`config.mk`:
```
export PLATFORM = sky130hd
export DESIGN_NAME = pbs_battle_dp_p
export DESIGN_NICKNAME = d
export VERILOG_FILES = /design/src/rtl/pbs_pkg.sv /design/src/rtl/pbs_battle_dp_p_move_table.sv /design/src/rtl/pbs_battle_dp_p.sv
export SDC_FILE = /design/constraint.sdc
export NUM_CORES = 1
export LEC_CHECK = 0
export ABC_CLOCK_PERIOD_IN_PS = 6600
export CAP_MARGIN = 20
export CORE_UTILIZATION = 30
export CTS_CLUSTER_DIAMETER = 30
export DETAILED_ROUTE_END_ITERATION = 10
export GPL_TIMING_DRIVEN = 0
export HOLD_SLACK_MARGIN = 0.06
export SLEW_MARGIN = 5
export SYNTH_ARGS = -nofsm -noshare
export SYNTH_HDL_FRONTEND = slang
export SYNTH_SLANG_ARGS = --single-unit
```
`constraint.sdc`:
```
create_clock -name clk -period 6.6 [get_ports clk]
set_input_delay 0.99 -clock clk [delete_from_list [all_inputs] [get_ports clk]]
set_output_delay 0.99 -clock clk [all_outputs]
set_load 0.005 [all_outputs]
```
`src/rtl/pbs_pkg.sv`:
```
// Shared types and constants for the pbs battle datapath.
// Holds action encodings, FSM states and the default move table.
package pbs_pkg;

    typedef enum logic [1:0] {
        KIND_ATTACK = 2'b00,
        KIND_HEAL   = 2'b01,
        KIND_CATCH  = 2'b10,
        KIND_PASS   = 2'b11
    } act_kind_e;

    typedef enum logic [2:0] {
        ST_IDLE,
        ST_RESOLVE,
        ST_TICK,
        ST_DONE,
        ST_OVER
    } state_e;

    typedef struct packed {
        logic [7:0] dmg;
        logic [7:0] acc;
        logic       poison;
    } move_t;

    localparam int unsigned DEFAULT_MOVES_N = 4;

    // Entry 0 sits in the least-significant slot.
    localparam move_t [DEFAULT_MOVES_N-1:0] DEFAULT_MOVES = {
        move_t'{dmg: 8'd1, acc: 8'd13, poison: 1'b1},
        move_t'{dmg: 8'd7, acc: 8'd7,  poison: 1'b0},
        move_t'{dmg: 8'd4, acc: 8'd12, poison: 1'b0},
        move_t'{dmg: 8'd2, acc: 8'd15, poison: 1'b0}
    };

endpackage

```
`src/rtl/pbs_battle_dp_p_move_table.sv`:
```
// Combinational move lookup: index -> damage, accuracy, poison flag.
// Indices beyond the default table wrap modulo its length.
module pbs_move_table
    import pbs_pkg::*;
#(
    parameter int unsigned NUM_MOVES = 4,
    parameter int unsigned HP_W      = 4,
    parameter int unsigned ACC_W     = 4
) (
    input  logic [$clog2(NUM_MOVES)-1:0] move_i,
    output logic [HP_W-1:0]              dmg_o,
    output logic [ACC_W-1:0]             acc_o,
    output logic                         poison_o
);

    logic [1:0] idx;

    always_comb begin
        idx      = 2'(move_i);
        dmg_o    = HP_W'(DEFAULT_MOVES[idx].dmg);
        acc_o    = ACC_W'(DEFAULT_MOVES[idx].acc);
        poison_o = DEFAULT_MOVES[idx].poison;
    end

endmodule

```
`src/rtl/pbs_battle_dp_p.sv`:
```
// Battle datapath: HP, heals and poison for player and AI, resolving
// one attack/heal/catch/pass per valid/ready handshake.
module pbs_battle_dp_p
    import pbs_pkg::*;
#(
    parameter int unsigned HP_W         = 4,
    parameter int unsigned HP_MAX       = 15,
    parameter int unsigned HEAL_AMT     = 5,
    parameter int unsigned HEAL_CHARGES = 3,
    parameter int unsigned NUM_MOVES    = 4,
    parameter int unsigned ACC_W        = 4,
    parameter int unsigned POISON_DMG   = 1,
    parameter int unsigned POISON_TURNS = 3
) (
    input  logic                                clk,
    input  logic                                rst,
    input  logic                                act_valid,
    output logic                                act_ready,
    input  logic                                act_side,
    input  logic [1:0]                          act_kind,
    input  logic [$clog2(NUM_MOVES)-1:0]        act_move,
    input  logic [ACC_W-1:0]                    rng_acc,
    input  logic [HP_W-1:0]                     rng_catch,
    output logic                                res_valid,
    output logic                                res_hit,
    output logic [HP_W-1:0]                     res_dmg,
    output logic [HP_W-1:0]                     p_hp,
    output logic [HP_W-1:0]                     ai_hp,
    output logic [$clog2(HEAL_CHARGES+1)-1:0]   p_heals,
    output logic [$clog2(HEAL_CHARGES+1)-1:0]   ai_heals,
    output logic [$clog2(POISON_TURNS+1)-1:0]   p_psn,
    output logic [$clog2(POISON_TURNS+1)-1:0]   ai_psn,
    output logic                                p_dead,
    output logic                                ai_dead,
    output logic                                caught,
    output logic                                game_over
);

    localparam int unsigned MW    = $clog2(NUM_MOVES);
    localparam int unsigned HW    = $clog2(HEAL_CHARGES + 1);
    localparam int unsigned PW    = $clog2(POISON_TURNS + 1);
    localparam int unsigned HPX_W = HP_W + 1;

    localparam logic [HP_W-1:0]  HP_FULL    = HP_W'(HP_MAX);
    localparam logic [HPX_W-1:0] HP_FULL_X  = HPX_W'(HP_MAX);
    localparam logic [HPX_W-1:0] HEAL_X     = HPX_W'(HEAL_AMT);
    localparam logic [HP_W-1:0]  PSN_DMG    = HP_W'(POISON_DMG);
    localparam logic [HW-1:0]    HEALS_FULL = HW'(HEAL_CHARGES);
    localparam logic [HW-1:0]    HEAL_ONE   = HW'(1);
    localparam logic [PW-1:0]    PSN_FULL   = PW'(POISON_TURNS);
    localparam logic [PW-1:0]    PSN_ONE    = PW'(1);

    state_e            state_q, state_d;
    logic              side_q, side_d;
    act_kind_e         kind_q, kind_d;
    logic [MW-1:0]     move_q, move_d;
    logic [ACC_W-1:0]  acc_q, acc_d;
    logic [HP_W-1:0]   catch_q, catch_d;
    logic [HP_W-1:0]   p_hp_q, p_hp_d, ai_hp_q, ai_hp_d;
    logic [HW-1:0]     p_heals_q, p_heals_d, ai_heals_q, ai_heals_d;
    logic [PW-1:0]     p_psn_q, p_psn_d, ai_psn_q, ai_psn_d;
    logic              caught_q, caught_d;
    logic              res_valid_q, res_valid_d;
    logic              res_hit_q, res_hit_d;
    logic [HP_W-1:0]   res_dmg_q, res_dmg_d;

    logic              accept, do_resolve, do_tick, over;
    logic [HP_W-1:0]   mv_dmg;
    logic [ACC_W-1:0]  mv_acc;
    logic              mv_psn;
    logic [HP_W-1:0]   tgt_hp, actor_hp, removed, healed_hp;
    logic [HW-1:0]     actor_heals;
    logic [HPX_W-1:0]  heal_sum;

    pbs_move_table #(
        .NUM_MOVES (NUM_MOVES),
        .HP_W      (HP_W),
        .ACC_W     (ACC_W)
    ) u_move_table (
        .move_i   (move_q),
        .dmg_o    (mv_dmg),
        .acc_o    (mv_acc),
        .poison_o (mv_psn)
    );

    assign over = (p_hp_q == '0) || (ai_hp_q == '0) || caught_q;

    always_ff @(posedge clk or posedge rst) begin
        if (rst) state_q <= ST_IDLE;
        else     state_q <= state_d;
    end

    // A game-over raised at RESOLVE is seen in TICK, which skips the tick.
    always_comb begin
        state_d = state_q;
        if (over) begin
            state_d = ST_OVER;
        end else begin
            case (state_q)
                ST_IDLE:    if (act_valid) state_d = ST_RESOLVE;
                ST_RESOLVE: state_d = ST_TICK;
                ST_TICK:    state_d = ST_DONE;
                ST_DONE:    state_d = ST_IDLE;
                default:    state_d = ST_OVER;
            endcase
        end
    end

    always_comb begin
        act_ready  = (state_q == ST_IDLE) && !over;
        accept     = act_valid && act_ready;
        do_resolve = (state_q == ST_RESOLVE);
        do_tick    = (state_q == ST_TICK) && !over;
    end

    always_comb begin
        tgt_hp      = side_q ? p_hp_q : ai_hp_q;
        actor_hp    = side_q ? ai_hp_q : p_hp_q;
        actor_heals = side_q ? ai_heals_q : p_heals_q;
        removed     = (tgt_hp < mv_dmg) ? tgt_hp : mv_dmg;
        heal_sum    = {1'b0, actor_hp} + HEAL_X;
        healed_hp   = (heal_sum > HP_FULL_X) ? HP_FULL : heal_sum[HP_W-1:0];
    end

    always_comb begin
        side_d      = side_q;
        kind_d      = kind_q;
        move_d      = move_q;
        acc_d       = acc_q;
        catch_d     = catch_q;
        p_hp_d      = p_hp_q;
        ai_hp_d     = ai_hp_q;
        p_heals_d   = p_heals_q;
        ai_heals_d  = ai_heals_q;
        p_psn_d     = p_psn_q;
        ai_psn_d    = ai_psn_q;
        caught_d    = caught_q;
        res_hit_d   = res_hit_q;
        res_dmg_d   = res_dmg_q;
        res_valid_d = do_tick;

        if (accept) begin
            side_d  = act_side;
            kind_d  = act_kind_e'(act_kind);
            move_d  = act_move;
            acc_d   = rng_acc;
            catch_d = rng_catch;
        end

        if (do_resolve) begin
            res_hit_d = 1'b0;
            res_dmg_d = '0;
            case (kind_q)
                KIND_ATTACK: begin
                    if (acc_q < mv_acc) begin
                        res_hit_d = 1'b1;
                        res_dmg_d = removed;
                        if (side_q) begin
                            p_hp_d = p_hp_q - removed;
                            if (mv_psn) p_psn_d = PSN_FULL;
                        end else begin
                            ai_hp_d = ai_hp_q - removed;
                            if (mv_psn) ai_psn_d = PSN_FULL;
                        end
                    end
                end
                KIND_HEAL: begin
                    if (actor_heals != '0) begin
                        res_hit_d = 1'b1;
                        if (side_q) begin
                            ai_hp_d    = healed_hp;
                            ai_heals_d = ai_heals_q - HEAL_ONE;
                        end else begin
                            p_hp_d    = healed_hp;
                            p_heals_d = p_heals_q - HEAL_ONE;
                        end
                    end
                end
                KIND_CATCH: begin
                    if (!side_q && (catch_q > ai_hp_q)) begin
                        res_hit_d = 1'b1;
                        caught_d  = 1'b1;
                    end
                end
                default: ;
            endcase
        end

        if (do_tick) begin
            if (p_psn_q != '0) begin
                p_hp_d  = (p_hp_q < PSN_DMG) ? '0 : p_hp_q - PSN_DMG;
                p_psn_d = p_psn_q - PSN_ONE;
            end
            if (ai_psn_q != '0) begin
                ai_hp_d  = (ai_hp_q < PSN_DMG) ? '0 : ai_hp_q - PSN_DMG;
                ai_psn_d = ai_psn_q - PSN_ONE;
            end
        end
    end

    always_ff @(posedge clk or posedge rst) begin
        if (rst) begin
            side_q      <= 1'b0;
            kind_q      <= KIND_PASS;
            move_q      <= '0;
            acc_q       <= '0;
            catch_q     <= '0;
            p_hp_q      <= HP_FULL;
            ai_hp_q     <= HP_FULL;
            p_heals_q   <= HEALS_FULL;
            ai_heals_q  <= HEALS_FULL;
            p_psn_q     <= '0;
            ai_psn_q    <= '0;
            caught_q    <= 1'b0;
            res_valid_q <= 1'b0;
            res_hit_q   <= 1'b0;
            res_dmg_q   <= '0;
        end else begin
            side_q      <= side_d;
            kind_q      <= kind_d;
            move_q      <= move_d;
            acc_q       <= acc_d;
            catch_q     <= catch_d;
            p_hp_q      <= p_hp_d;
            ai_hp_q     <= ai_hp_d;
            p_heals_q   <= p_heals_d;
            ai_heals_q  <= ai_heals_d;
            p_psn_q     <= p_psn_d;
            ai_psn_q    <= ai_psn_d;
            caught_q    <= caught_d;
            res_valid_q <= res_valid_d;
            res_hit_q   <= res_hit_d;
            res_dmg_q   <= res_dmg_d;
        end
    end

    always_comb begin
        res_valid = res_valid_q;
        res_hit   = res_hit_q;
        res_dmg   = res_dmg_q;
        p_hp      = p_hp_q;
        ai_hp     = ai_hp_q;
        p_heals   = p_heals_q;
        ai_heals  = ai_heals_q;
        p_psn     = p_psn_q;
        ai_psn    = ai_psn_q;
        p_dead    = (p_hp_q == '0);
        ai_dead   = (ai_hp_q == '0);
        caught    = caught_q;
        game_over = over;
    end

endmodule

```
==> summary.txt <==
Yosys
  – Cell count after synthesis: slightly below 300
  – Number of synthesized register bits: 39
  – Compound-cell area share of the yosys netlist: 0.2203
  – XOR/XNOR share of the synthesized area: 0.01593
  – Synth Net Count: between 300 and 400
  – Part of the Yosys area used for sequential elements: 0.3614
  – Synth Warn #: 0
  – Simple-Gate Fraction of Synth Area: 0.1629
  – Async SR Flop Fraction: 1.000
  – Adder-Cell Fraction of Synth Area: 0.1238
  – Syn_area_per_cell: 9.479 um2
  – Synth cell types: 57
  – Largest family of logic cells by synthesized area: compound AO/OA/AOI/OAI gates
  – Dominant synthesized flop cell: dfrtp_1
  – Multiplexer share of the synthesized area: 0.07465
  – EDFF count, synth: 0
  – Mapped Area: approximately 2700 um2

Floorplan
  – Vert. Die Dim: 97.73 um
  – Starting Density: 0.3122
  – Die X-Extent: just under 100 um
  – IO Count: 43
  – # rows: 34
  – Die footprint: ~9600 um2
  – Core ar.: approximately 8800 um2

Power
  – PwrDens: around 130 nW/um2
  – Overall Power: ~420 uW
  – Peak supply drop: slightly below 0.08 mV
  – Leakage: between 1 and 1.5 nW

Timing
  – PnR worst setup slack: around 2.6 ns
  – Final setup viols: 0
  – Setup tns final: 0 ns
  – Unrepaired setup endpoints after global routing: false
  – Max-slew headroom: 0.3056
  – Fmax: 248.3 MHz
  – Slew Limit Fails: 0
  – Min cycle time layout: 4.027 ns
  – Tcrit/Tclk final: 0.6101
  – Worst-margin pin slew: 1.027 ns
  – Worst hold slack: 0.4788 ns
  – Maximum clock skew at final layout: between 0.007 and 0.008 ns
  – Fin. Hold Viols: 0

Worst setup path
  – Worst r2r src: side_q
  – Worst reg2reg path depth: 14
  – CP Launch Type: flip-flop
  – Flop-to-flop setup slack: about 2.6 ns
  – Max FO, Critical Path: 10
  – CP arrival: around 4.2 ns
  – Required @ worst endpoint: approximately 6.8 ns
  – Critical Path Sink Type: flip-flop
  – WS Path Type: flip-flop to flip-flop
  – Worst reg2reg endpoint: p_hp[1]

Detailed routing
  – Post-route DRC: 4
  – Avg WL per Cell: between 15 and 20 um
  – First drt pass iteration count: 7
  – DRT antenna net count: 0
  – Vias: 2382
  – Final WL: 7.083 mm
  – Initial drt markers: 220
  – Vias per cell: 5.317

Finish
  – Final Instance Count excl. Fillers: roughly 450
  – Most common cell after layout, fill and taps aside: clkdlybuf4s50_1
  – Commonest cells after routing, fill and taps aside: 42 x clkdlybuf4s50_1, 25 x o21ai_0, 25 x dfrtp_1, 24 x ha_1, 21 x nand2_1
  – Final layout net count: about 380
  – Layout Area Growth over Synthesis: 23.17%
  – Share of cells above drive strength 1: 0.1294
  – Ant diodes: 0

CTS
  – CTS root buf: clkbuf_8
  – H-tree Lvls: 2
  – Cts repair resizes: 0
  – Later-pin clock latency in the skew report: ~0.29 ns
  – Cts hold-fix bufs: 0
  – CTS Buffer Depth: 2
  – CTS tree: built
  – Post-CTS setup buffer count: 0
  – CTS sink count: 39
  – CTS Buf Count: 5
  – Clock input transition at the sequential cells of the worst setup and hold paths: 0.08 ns

Hold path
  – Hold Crit Class: flip-flop to flip-flop
  – Hold depth: 1
  – Hold path startpoint: ai_heals[1]
  – Hold Crit Endpoint: ai_heals[1]

Global routing
  – First-pass GRT wire length: between 10 and 15 mm
  – Initial antenna violation count: 0
  – Vias in the first global route: 2252
  – GR Util All Layers: 0.1531
  – Overflow after GRT: 0
  – Largest net degree at the start of global routing: 40

Outcome
  – Failing checks: DRC
  – Status: complete, but fails checks

Flow run
  – Max-cap violation count: 0

Placed design
  – Detailed Place HPWL: around 5.4 mm
  – Place WS: between 2 and 3 ns
  – Placed cells: 440
  – # port buffers: 42
  – Final RePlAce weighted congestion: ~0.95
==> registers in the layout, indices dropped and copies added (netlist names), 2 cells and up <==
name,flops
catch_q,4
acc_q,4
state_q,3
ai_hp,4
kind_q,2
p_heals,2
ai_heals,2
p_psn,2
res_dmg,4
p_hp,4
ai_psn,2
move_q,2
==> cell type report <==
| cell class | count | area [um2] |
|---|---|---|
| fillers | 913 | 5420 |
| plain buffers | 11 | 45.04 |
| inverters | 18 | 67.56 |
| flip-flops and latches | 39 | 993.5 |
| clock inverters | 1 | 5.005 |
| clock buffers | 7 | 76.32 |
| multi-input cells | 222 | 1643 |
| repair buffers | 42 | 420.4 |
| well taps | 108 | 135.1 |
==> synthesized netlist by cell type, types with 4 or more instances <==
cell / count / share of area
o21a_1: 6 / 0.016
a31oi_1: 4 / 0.0091
mux2i_1: 7 / 0.025
clkbuf_1: 7 / 0.0096
o21ai_0: 25 / 0.046
a211o_1: 5 / 0.016
mux2_2: 12 / 0.049
nand2_1: 21 / 0.029
nand3_1: 4 / 0.0073
ha_1: 24 / 0.11
dfstp_2: 14 / 0.13
inv_1: 18 / 0.025
dfrtp_1: 25 / 0.23
nor3_1: 7 / 0.013
a21oi_1: 14 / 0.025
a211oi_1: 5 / 0.014
nor2_1: 15 / 0.020
nor3b_1: 4 / 0.011
nor2b_1: 6 / 0.014
a21o_1: 4 / 0.011
==> worst max-delay path, stage by stage (launching register included) <==
cell      delay, ns
dfrtp_1        0.32
clkbuf_1       0.40
buf_1          0.47
mux2i_1        0.30
inv_1          0.07
ha_1           0.27
o21ai_0        0.23
a31oi_1        0.07
nor2_1         0.17
mux2_2         0.41
inv_1          0.14
fa_1           0.43
mux2_2         0.26
o31a_1         0.23
o32ai_1        0.14
==> worst max-delay path by stage <==
| stage | startpoint | to | depth (start not counted) |
|---|---|---|---|
| 4_1_cts | side_q | p_hp[1] | 14 |
| 6_report | side_q | p_hp[1] | 14 |
| 2_1_floorplan | side_q | p_hp[1] | 14 |
| 3_3_place_gp | side_q | p_hp[1] | 14 |
| 5_1_grt | side_q | p_hp[1] | 14 |
| 3_5_place_dp | side_q | p_hp[1] | 14 |
==> per-layer routing <==
metal | wire length [um] | part of all wire | up-vias | GRT usage
met2 | 3361 | 0.47 | 65 | 0.2570
li1 | - | - | 1174 | -
met1 | 3374 | 0.48 | 1139 | 0.2126
met3 | 320 | 0.045 | 4 | 0.02230
met5 | 0 | 0 | - | 0
met4 | 26 | 0.0037 | 0 | 0.02331
==> through the flow <==
stage	utilization	cell area [um2]
after detailed placement	0.3752	3304
after floorplan	-	2749
after global placement	0.3752	3304
after global routing	0.3845	3386
after CTS	0.3845	3386
final	0.3845	3386
==> logic make-up after synthesis <==
logic type	Yosys count
simple gates	81
flops	39
compound gates	91
fa+ha+maj	26
xor+xnor	5
buf+inv	29
mux	19
==> where the power goes <==
part	internal (mW)	total, mW	switching (mW)
logic	0.0127	0.0229	0.0101
registers	0.241	0.243	0.00227
clock network	0.0743	0.158	0.0837
total	0.328	0.424	0.0962
Power figures use the tool's default switching activity.
